===== src/rtl/periph_timer_uart_tx.sv =====
// Memory-mapped peripheral on the MEM-stage data bus: reloadable 32-bit timer with IRQ
// and an 8N1 UART transmitter. Reads are combinational, writes commit on the clock edge.
module periph_timer_uart_tx #(
    parameter int          BAUD_DIV = 5208,
    parameter logic [31:0] BASE     = 32'h40000000
) (
    input  logic        clk,
    input  logic        reset,
    input  logic        rd,
    input  logic        wr,
    input  logic [31:0] addr,
    input  logic [31:0] wdata,
    output logic [31:0] rdata,
    input  logic        supervisor,
    output logic        irq,
    output logic        uart_tx
);

    localparam int CNT_W = (BAUD_DIV > 1) ? $clog2(BAUD_DIV) : 1;
    localparam logic [CNT_W-1:0] CNT_MAX = CNT_W'(BAUD_DIV - 1);

    typedef enum logic [1:0] {IDLE, START, DATA, STOP} state_t;

    logic [29:0] word;
    logic        sel;
    logic        hit_th, hit_tl, hit_tcon, hit_txd, hit_ucon;
    logic        addr_unused;

    logic [31:0] th, tl;
    logic [2:0]  tcon;
    logic        tick, overflow;

    state_t           state, state_n;
    logic [CNT_W-1:0] cnt, cnt_n;
    logic [2:0]       bit_idx, bit_idx_n;
    logic [7:0]       tx_byte, tx_byte_n;
    logic             line, line_n;
    logic             tx_busy, tx_busy_n;
    logic             tx_done, tx_done_n;
    logic             baud_end;

    // Word offset within the block; the byte lane bits play no part in decoding.
    assign word        = addr[31:2] - BASE[31:2];
    assign sel         = addr[30];
    assign addr_unused = ^addr[1:0];
    assign hit_th      = sel && (word == 30'd0);
    assign hit_tl      = sel && (word == 30'd1);
    assign hit_tcon    = sel && (word == 30'd2);
    assign hit_txd     = sel && (word == 30'd6);
    assign hit_ucon    = sel && (word == 30'd8);

    // A bus write to TL or TCON suppresses the whole timer step for that cycle.
    assign tick     = tcon[0] && !(wr && (hit_tl || hit_tcon));
    assign overflow = (tl == 32'hFFFFFFFF);

    always_ff @(posedge clk) begin
        if (reset) begin
            th   <= '0;
            tl   <= '0;
            tcon <= '0;
        end else begin
            if (wr && hit_th)
                th <= wdata;
            if (wr && hit_tl)
                tl <= wdata;
            else if (tick)
                tl <= overflow ? th : tl + 32'd1;
            if (wr && hit_tcon)
                tcon <= wdata[2:0];
            else if (tick && overflow)
                tcon[2] <= tcon[1] | tcon[2];
        end
    end

    assign irq = tcon[1] & tcon[2] & ~supervisor;

    assign baud_end = (cnt == CNT_MAX);

    always_ff @(posedge clk) begin
        if (reset) begin
            state   <= IDLE;
            cnt     <= '0;
            bit_idx <= '0;
            tx_byte <= '0;
            line    <= 1'b1;
            tx_busy <= 1'b0;
            tx_done <= 1'b0;
        end else begin
            state   <= state_n;
            cnt     <= cnt_n;
            bit_idx <= bit_idx_n;
            tx_byte <= tx_byte_n;
            line    <= line_n;
            tx_busy <= tx_busy_n;
            tx_done <= tx_done_n;
        end
    end

    // The line level is registered together with the state so it moves on the same edge.
    always_comb begin
        state_n   = state;
        cnt_n     = cnt;
        bit_idx_n = bit_idx;
        tx_byte_n = tx_byte;
        line_n    = line;
        tx_busy_n = tx_busy;
        tx_done_n = tx_done;
        if (rd && hit_ucon)
            tx_done_n = 1'b0;
        case (state)
            IDLE: begin
                line_n = 1'b1;
                if (wr && hit_txd) begin
                    state_n   = START;
                    cnt_n     = '0;
                    bit_idx_n = '0;
                    tx_byte_n = wdata[7:0];
                    line_n    = 1'b0;
                    tx_busy_n = 1'b1;
                    tx_done_n = 1'b0;
                end
            end
            START: begin
                if (baud_end) begin
                    cnt_n     = '0;
                    state_n   = DATA;
                    bit_idx_n = '0;
                    line_n    = tx_byte[0];
                end else begin
                    cnt_n = cnt + CNT_W'(1);
                end
            end
            DATA: begin
                if (baud_end) begin
                    cnt_n = '0;
                    if (bit_idx == 3'd7) begin
                        state_n = STOP;
                        line_n  = 1'b1;
                    end else begin
                        bit_idx_n = bit_idx + 3'd1;
                        line_n    = tx_byte[bit_idx + 3'd1];
                    end
                end else begin
                    cnt_n = cnt + CNT_W'(1);
                end
            end
            STOP: begin
                if (baud_end) begin
                    cnt_n     = '0;
                    state_n   = IDLE;
                    line_n    = 1'b1;
                    tx_busy_n = 1'b0;
                    tx_done_n = 1'b1;
                end else begin
                    cnt_n = cnt + CNT_W'(1);
                end
            end
            default: begin
                state_n = IDLE;
                line_n  = 1'b1;
            end
        endcase
    end

    assign uart_tx = line;

    always_comb begin
        rdata = '0;
        if (rd) begin
            if (hit_th)
                rdata = th;
            else if (hit_tl)
                rdata = tl;
            else if (hit_tcon)
                rdata = {29'd0, tcon};
            else if (hit_ucon)
                rdata = {30'd0, tx_done, tx_busy};
        end
    end

endmodule


===== config.mk =====
export PLATFORM = sky130hd
export DESIGN_NAME = periph_timer_uart_tx
export DESIGN_NICKNAME = d
export VERILOG_FILES = /design/src/rtl/periph_timer_uart_tx.sv
export SDC_FILE = /design/constraint.sdc
export NUM_CORES = 1
export LEC_CHECK = 0
export ABC_AREA = 1
export CELL_PAD_IN_SITES_DETAIL_PLACEMENT = 2
export CELL_PAD_IN_SITES_GLOBAL_PLACEMENT = 2
export CORE_MARGIN = 2
export CORE_UTILIZATION = 29
export CTS_BUF_LIST = sky130_fd_sc_hd__clkbuf_4 sky130_fd_sc_hd__clkbuf_8
export DETAILED_ROUTE_END_ITERATION = 8
export MAX_ROUTING_LAYER = met4
export PLACE_DENSITY_LB_ADDON = 0.1
export SLEW_MARGIN = 40
export SYNTH_ARGS = -nofsm -noshare
export SYNTH_HDL_FRONTEND = slang
export SYNTH_SLANG_ARGS = --single-unit

===== constraint.sdc =====
create_clock -name clk -period 2.3 [get_ports clk]
set_input_delay 0.23 -clock clk [delete_from_list [all_inputs] [get_ports clk]]
set_output_delay 0.23 -clock clk [all_outputs]
set_load 0.01 [all_outputs]

# [Yosys cells after proc, flatten, opt, wreduce, memory -nomap -nowiden]
# Index checks and enable logic that the tools add are counted.
[word_totals] ff_bits=96 input_bits=69
[classes] n_reduce_logical=27 n_bitwise=4 order_cmp=1 n_eq_ne=16 n_mux=39 add_sub_neg=4
[ops] operator="$mux W32" count=6
[ops] operator="$add A32 B1 Y32 const B" count=1
[ops] operator="$eq A32 B32 Y1 const B" count=1
[ops] operator="$eq A30 B1 Y1 const B" count=1
[ops] operator="$eq A30 B2 Y1 const B" count=1
[ops] operator="$eq A30 B3 Y1 const B" count=1
[ops] operator="$eq A30 B4 Y1 const B" count=1
[ops] operator="$logic_not A30 Y1" count=1
[ops] operator="$sub A30 B29 Y30 const B" count=1
[ops] operator="$mux W13" count=2
[ops] operator="$pmux W13 S2" count=1
[ops] operator="$mux W3" count=5
[ops] operator="$add A13 B1 Y13 const B" count=1
[ops] operator="$eq A13 B13 Y1 const B" count=1
[ops] operator="$logic_and A1 B1 Y1" count=13
[ops] operator="$mux W1" count=13
[ops] operator="$mux W2" count=6
[ops] operator="$ne A2 B2 Y1 const B" count=6
[ops] operator="$reduce_and A5 Y1" count=2
[ops] operator="$pmux W3 S3" count=1
[ops] operator="$pmux W2 S4" count=1
[ops] operator="$reduce_and A3 Y1" count=2
[ops] operator="$reduce_bool A2 Y1" count=3
[ops] operator="$eq A2 B2 Y1 const B" count=2
[ops] operator="16 further kinds" count=18

# [Longest topological paths before layout]
# Gate-level depths: netlist (run 1).
[logic_depth] word_depth=10 depth_mapped=14 mapped_depth_nobuf=13

# [Worst setup path after synthesis (run 1)]
# OpenSTA, ideal clock, no wires.
[synth_timing] kind="register to register" from="register tl[0]" to="register tl[15]" path_slack_ns=0.560 required_ns=2.172 arrival_time_ns=1.613 stages_incl_launch_ff=12 setup_time_ns=0.128 cell_sequence="dfxtp_1 ha_1 nand2_1 nor2_2 nand2_1 nor2_4 nand2_4 buf_2 a21oi_1 nor2_1 nor2_1 nor2_1"
[synth_via] elab_chain_cells=4
[synth_rtl] element="start: declaration" line="29" source="logic [31:0] th, tl;"
[synth_rtl] element="start signal: assignment" line="65" source="tl <= wdata;"
[synth_rtl] element="start signal: assignment" line="67" source="tl <= overflow ? th : tl + 32'd1;"
[synth_rtl] element="$add A32 B1 Y32 / $eq A32 B32 Y1 (equally long branches)" line="67, 54"
[synth_rtl] element="$mux W32 *" line="67"
[synth_rtl] element="$mux W32 *" line="66" source="else if (tick)"
[synth_rtl] element="$mux W32 *" line="64" source="if (wr && hit_tl)"
# Every way passes the cells marked *; elsewhere a longest branch is shown, timed or not. The select of a mux whose other input is x is not followed.
# A chain may end at the register's enable or synchronous reset.

# [Worst setup path in the final report (run 1)]
[layout_timing] from="input addr[2]" to="output rdata[14]"
[layout_via] elab_chain_cells=6
[layout_rtl] element="start: declaration" line="11" source="input logic [31:0] addr,"
[layout_rtl] element="$sub A30 B29 Y30 *" line="43" source="assign word = addr[31:2] - BASE[31:2];"
[layout_rtl] element="$eq A30 B1 Y1" line="47" source="assign hit_tl = sel && (word == 30'd1);"
[layout_rtl] element="$logic_and A1 B1 Y1" line="47"
[layout_rtl] element="$mux W32" line="172" source="else if (hit_tl)"
[layout_rtl] element="$mux W32 *" line="170" source="if (hit_th)"
[layout_rtl] element="$mux W32 *" line="169" source="if (rd) begin"
[layout_rtl] element="end: declaration" line="13" source="output logic [31:0] rdata,"
# Every way passes the cells marked *; elsewhere a longest branch is shown, timed or not.

==> out/metrics.yaml, run 1 <==
crit_path_end: "rdata[14]"
die_area_um2: 23900
period_needed_ns: 2.25
firstDrtPassIters: 7
numPortBuffers: 100
cts_buffer_depth: 2
synthArstFlopShare_pct: 0
antenna_found_initial: 0
clk_latency_ns: 0.40
worst_pin_slew_ns: 0.665
dpl.hpwl_um: 22200
skew_ns: 0.0101
cap_viol_max_count: 0
nets: 1355
gr-usage-all-layers_pct: 26.0
n_fill_cell: 2718
fin_util_pct: 40.1
path_delay_family: "buffers and inverters"
die_x_um: 155
syn-num-nets: 1179
core_um2: 22400
period_share_pct: 97.6
grt_pass1_wl_um: 47600
std_cell_rows: 55
cp-start-kind: "primary input"
viasPerCell: 5.14
grt_pass1_vias: 8714
yosys_warnings: 0
slew_headroom_pct: 55.7
gp_congestion: 0.881
dpl_cell_area_um2: 8470
numCtsBuffers: 9
r2r_start: "tl[15]"
slew_viol_final: 0
worst_ep_arrival_time_ns: 2.02
pin_count: 103
dr.first_iter.drc_count: 374
hold_buffers: 0
h-tree-depth: 3
fin_area_um2: 8990
irDropWorstVdd_v: 0.000269
max_clock_freq_mhz: 445
wire_per_inst_um: 19.3
dieHeight_um: 155
fin_hold_ws_ns: 0.389
clkSlewWorstSetupHoldPaths_ns: 0.11
crit_fanout: 5
reg2regPathDepth: 8
holdCritPathClass: "in2reg"
drive_above_1_share_pct: 17.9
leakagePower_nw: 3.76
crit_chain: "clkdlybuf4s50_1 > inv_1 > nor2_2 > inv_1 > nor3_4 > buf_12 > buf_12 > buf_8 > clkbuf_16 > nand2_1 > a21oi_1 > buf_2"
status: "completed"
worst_setup_path_end_kind: "output port"
hold_violations: 0
crit_cells: 12
cp-startpoint: "addr[2]"
drc: 0
start_util_pct: 29.3
cts_root_buffer: "clkbuf_8"
synth.avg_cell_area_um2: 5.97
netlist_area_um2: 6570
antenna_cells: 0
worstReg2RegEnd: "tl[27]"
grt_max_degree: 51
reg2reg_slack_ns: 0.15
cts.sinks: 96
cts_tree: "yes"
via_count: 8060
synth-edff-count: 0
finalNonFillerCells: 1567
ant_nets: 0
synth_cells: 1101
routed_wl_um: 30300
crit_buf_inv: 8
final-setup-viol-count: 0
yosysUniqueCellTypes: 35
critPathMaxStageDelay_ns: 0.50
pwr_density_cell_nw_per_um2: 425
ys_ff_latch: 96
ys_seq_area_share_pct: 29.3
place_inst: 1530
path_class: "in2out"
grt-ovfl-total: 0
slowest_stage: "clkdlybuf4s50_1"
synthToLayoutAreaGrowth_pct: 36.9
worstPathRequired_ns: 2.07
synth_flop_cell: "dfxtp_1"
-- how the worst min path moves through the flow --
| stage | from | end | slack (ns) | depth (start not counted) |
|---|---|---|---|---|
| global placement | tx_byte[1] | tx_byte[1] | 0.44 | 2 |
| detailed placement | tx_byte[3] | tx_byte[3] | 0.45 | 2 |
| finish | wdata[14] | th[14] | 0.39 | 3 |
| CTS | wdata[14] | th[14] | 0.38 | 3 |
| global route | wdata[18] | th[18] | 0.40 | 3 |
| floorplan | wdata[12] | th[12] | 0.37 | 2 |
-- layer usage --
layer  track usage, %  part of all wire (%)  vias to the layer above
met2             43.3                    48                      154
met5                -                     0                        -
met3             2.47                   3.1                       32
li1                 -                     -                     3894
met4             6.44                   1.4                        0
met1             34.0                    48                     3980
-- synth_stat cells (all sizes together) (8+ instances only) --
cell type,instances,share of area (%)
clkbuf,22,1.3
nand3b,8,0.91
buf,21,2.1
nand3,101,8.0
nor3,25,2.2
o21ai,66,5.0
dfxtp,96,29
ha,9,1.7
inv,112,6.4
nand4,21,2.0
nand2,339,20
nor2,141,9.1
a21oi,115,8.9
-- layout by cell type, fill, tap and decap left out, drive strengths merged --
master         instances
nand3                101
buf                  138
clkdlybuf4s50         39
inv                  115
o31ai                  1
nand3b                 8
clkbuf                10
and2                   1
clkinvlp               2
xor2                   7
dfxtp                 96
nand2                339
o21ai                 66
o211ai                 1
nor3                  25
o21bai                 7
nand4                 21
ha                     9
clkinv                 2
xnor2                  5
or2                    3
dlymetal6s2s          14
nor2                 141
a21oi                115
dlygate4sd2           13
clkdlybuf4s15          3
-- where the power goes --
group          switching (W)  internal [W]
logic               0.000548      0.000361
clock network       0.000770      0.000416
registers          0.0000294       0.00170
-- stage by stage --
step           TNS, ns  total power, W  worst slack, ns
6_report             0         0.00382           0.0548
5_1_grt         -0.510         0.00402          -0.0465
4_1_cts        -0.0482         0.00384          -0.0144
3_5_place_dp    -16.48         0.00266           -0.438
3_3_place_gp    -11.44         0.00261           -0.352
2_1_floorplan        0         0.00220            0.560
-- what timing repair did --
action,CTS,global route
resized for setup,174,44
pin swaps,42,17
endpoints found under the setup margin,32,43
gates cloned,2,1
buffers inserted,15,3
-- final cells by class --
cell class,count,area [µm²],share of cell area [%]
Multi-Input combinational cell,850,4170,46.4
Timing Repair Buffer,208,1920,21.4
Sequential cell,96,1920,21.4
Inverter,112,435,4.84
Tap cell,285,357,3.97
Clock buffer,9,124,1.38
Clock inverter,7,61.3,0.682
-- sequential cells by signal, summed over array words and instances (netlist names) --
name and count:
th 32, tx_byte 8, uart_tx 1, tcon 3, tx_done 1, state 2
bit_idx 3, tx_busy 1, tl 32, cnt 13
-- cell families (layout without fill, tap and decap cells) --
| family | Yosys count | after routing | synth area share (%) |
|---|---|---|---|
| AOI/OAI and AO/OA | 190 | 190 | 15.0 |
| xor gates and xnor gates | 12 | 12 | 1.60 |
| adders and majority gates | 9 | 9 | 1.71 |
| buffers and inverters | 155 | 336 | 9.81 |
| DFF | 96 | 96 | 29.3 |
| and+or+nand+nor | 639 | 639 | 42.6 |
-- worst min-delay path, stage by stage --
cell             delay, ns
clkdlybuf4s50_1       0.39
inv_1                 0.07
a21oi_1               0.06
Note: power is estimated with default switching activity, not from simulation.
==> run 2: changes to the inputs <==
--- a/config.mk
+++ b/config.mk
@@ -14,6 +14,7 @@
 export DETAILED_ROUTE_END_ITERATION = 8
 export MAX_ROUTING_LAYER = met4
 export PLACE_DENSITY_LB_ADDON = 0.1
+export RECOVER_POWER = 50
 export SLEW_MARGIN = 40
 export SYNTH_ARGS = -nofsm -noshare
 export SYNTH_HDL_FRONTEND = slang
==> run 2 against run 1 <==
Clock skew about the same. Wire length about the same. Count of clock-buffer cells in the layout unchanged. Combinational power about the same. Largest power group unchanged. Core utilization about the same. Register-to-register slack about the same. Highest routed layer unchanged.
==> out/metrics.yaml, run 2 (synthesis gave the netlist of run 1 again) <==
pwr_density_cell_nw_per_um2: 425  # about the same
core_um2: 22400  # unchanged
cap_viol_max_count: 0  # unchanged
whs_path_depth: 3  # unchanged
cts_root_buffer: "clkbuf_8"  # unchanged
n_fill_cell: 2722  # was 2718
reg_top3: "th x32, tl x32, cnt x13"  # unchanged
period_share_pct: 97.8  # was 97.6%
numPortBuffers: 100  # unchanged
synthToLayoutAreaGrowth_pct: 36.8  # was 36.9%
final-setup-viol-count: 0  # unchanged
grt_pass1_wl_um: 47600  # unchanged
worst_setup_path_end_kind: "output port"  # unchanged
dieHeight_um: 155  # unchanged
clkSlewWorstSetupHoldPaths_ns: 0.11  # about the same
dpl_cell_area_um2: 8470  # unchanged
slew_headroom_pct: 54.9  # was 55.7%
leakagePower_nw: 3.75  # was 3.76 nW
h-tree-depth: 3  # unchanged
viasPerCell: 5.15  # was 5.14
fin_util_pct: 40.1  # about the same
reg2regPathDepth: 8  # unchanged
drc: 0  # unchanged
cts.sinks: 96  # unchanged
die_x_um: 155  # unchanged
setup_ws_ns: 0.0516  # was 0.0548 ns
cts_tree: "yes"  # unchanged
worst_pin_slew_ns: 0.677  # was 0.665 ns
final_common_cell: "nand2_1"  # unchanged
finalNonFillerCells: 1567  # unchanged
worstPathRequired_ns: 2.07  # about the same
drive_above_1_share_pct: 17.8  # was 17.9%
skew_ns: 0.0102  # was 0.0101 ns
place_inst: 1530  # unchanged
path_class: "in2out"  # unchanged
reg2reg_slack_ns: 0.14  # was 0.15 ns
dr.first_iter.drc_count: 393  # was 374
worst_ep_arrival_time_ns: 2.02  # about the same
antenna_cells: 0  # unchanged
dpl.hpwl_um: 22200  # unchanged
start_util_pct: 29.3  # unchanged
period_needed_ns: 2.25  # about the same
layout_common_cells: "nand2_1, nor2_1, inv_1"  # unchanged
crit_fanout: 5  # unchanged
regArea_um2: 1920  # unchanged
antenna_found_initial: 0  # unchanged
gr-usage-all-layers_pct: 26.0  # unchanged
irDropWorstVdd_v: 0.000267  # was 0.000269 V
die_area_um2: 23900  # unchanged
tns_ns: 0  # unchanged
cts_buffer_depth: 2  # unchanged
pin_count: 103  # unchanged
status: "completed"  # unchanged
fin_area_um2: 8980  # was 8990 µm²
cp-start-kind: "primary input"  # unchanged
ant_nets: 0  # unchanged
firstDrtPassIters: 4  # was 7
slew_viol_final: 0  # unchanged
dp_slack_ns: -0.438  # unchanged
holdCritPathClass: "in2reg"  # unchanged
multi_input_area_um2: 4170  # unchanged
grt_pass1_vias: 8714  # unchanged
wire_per_inst_um: 19.4  # was 19.3 µm
hold_buffers: 0  # unchanged
via_count: 8066  # was 8060
hold_violations: 0  # unchanged
clk_latency_ns: 0.40  # about the same
grt_max_degree: 51  # unchanged
grt-ovfl-total: 0  # unchanged
routed_wl_um: 30300  # about the same
std_cell_rows: 55  # unchanged
nets: 1355  # unchanged
max_clock_freq_mhz: 445  # about the same
numCtsBuffers: 9  # unchanged
gp_congestion: 0.881  # unchanged
==> run 2: cell count changes in the layout (fill, tap and decap cells not counted), sizes merged <==
cell,before,now
buf,138,136
clkbuf,10,12
clkdlybuf4s50,39,38
dlygate4sd3,0,1
==> run 2: worst paths after layout <==
kind                                 start    endpoint
worst max-delay path               addr[2]   rdata[14]
worst min-delay path             wdata[14]      th[14]
worst max register to register      tl[15]      tl[27]
worst min register to register  tx_byte[1]  tx_byte[1]
==> run 2: what timing repair did <==
action / in CTS / in global routing
gates cloned: 2 / 1
resized for setup: 174 / 44
setup buffers: 15 / 3
endpoints found under the setup margin: 32 / 43
pin swaps: 42 / 17
==> run 2: cell type report <==
cell class	instances	area share, %
Timing Repair Buffer	208	21.3
Tap cell	285	3.97
Multi-Input combinational cell	850	46.4
Clock inverter	7	0.682
Clock buffer	9	1.38
Sequential cell	96	21.4
Inverter	112	4.85
==> run 2: critical path, stage by stage <==
cell and delay, ns:
clkdlybuf4s50_1 0.50, inv_1 0.08, nor2_2 0.13, inv_1 0.10, nor3_4 0.16, buf_12 0.14, buf_12 0.10, buf_8 0.13
clkbuf_16 0.15, nand2_1 0.05, a21oi_1 0.11, buf_2 0.14
==> run 2: routing by layer <==
| layer | wire length (µm) | GRT usage (%) | share of wire [%] | vias to the layer above |
|---|---|---|---|---|
| met1 | 14400 | 34.0 | 47 | 3990 |
| met3 | 1010 | 2.47 | 3.3 | 32 |
| li1 | - | - | - | 3892 |
| met2 | 14500 | 43.3 | 48 | 152 |
| met4 | 416 | 6.44 | 1.4 | 0 |
| met5 | 0 | - | 0 | - |
==> run 2: where the power goes <==
part,internal [W],switching (W)
sequential,0.00170,0.0000289
combinational,0.000358,0.000548
clock,0.000416,0.000769
==> run 2: metrics by stage <==
stage | hold slack [ns] | total power (W)
finish | 0.390 | 0.00382
global route | 0.398 | 0.00401
CTS | 0.380 | 0.00384
detailed placement | 0.447 | 0.00266
global placement | 0.439 | 0.00261
floorplan | 0.372 | 0.00220
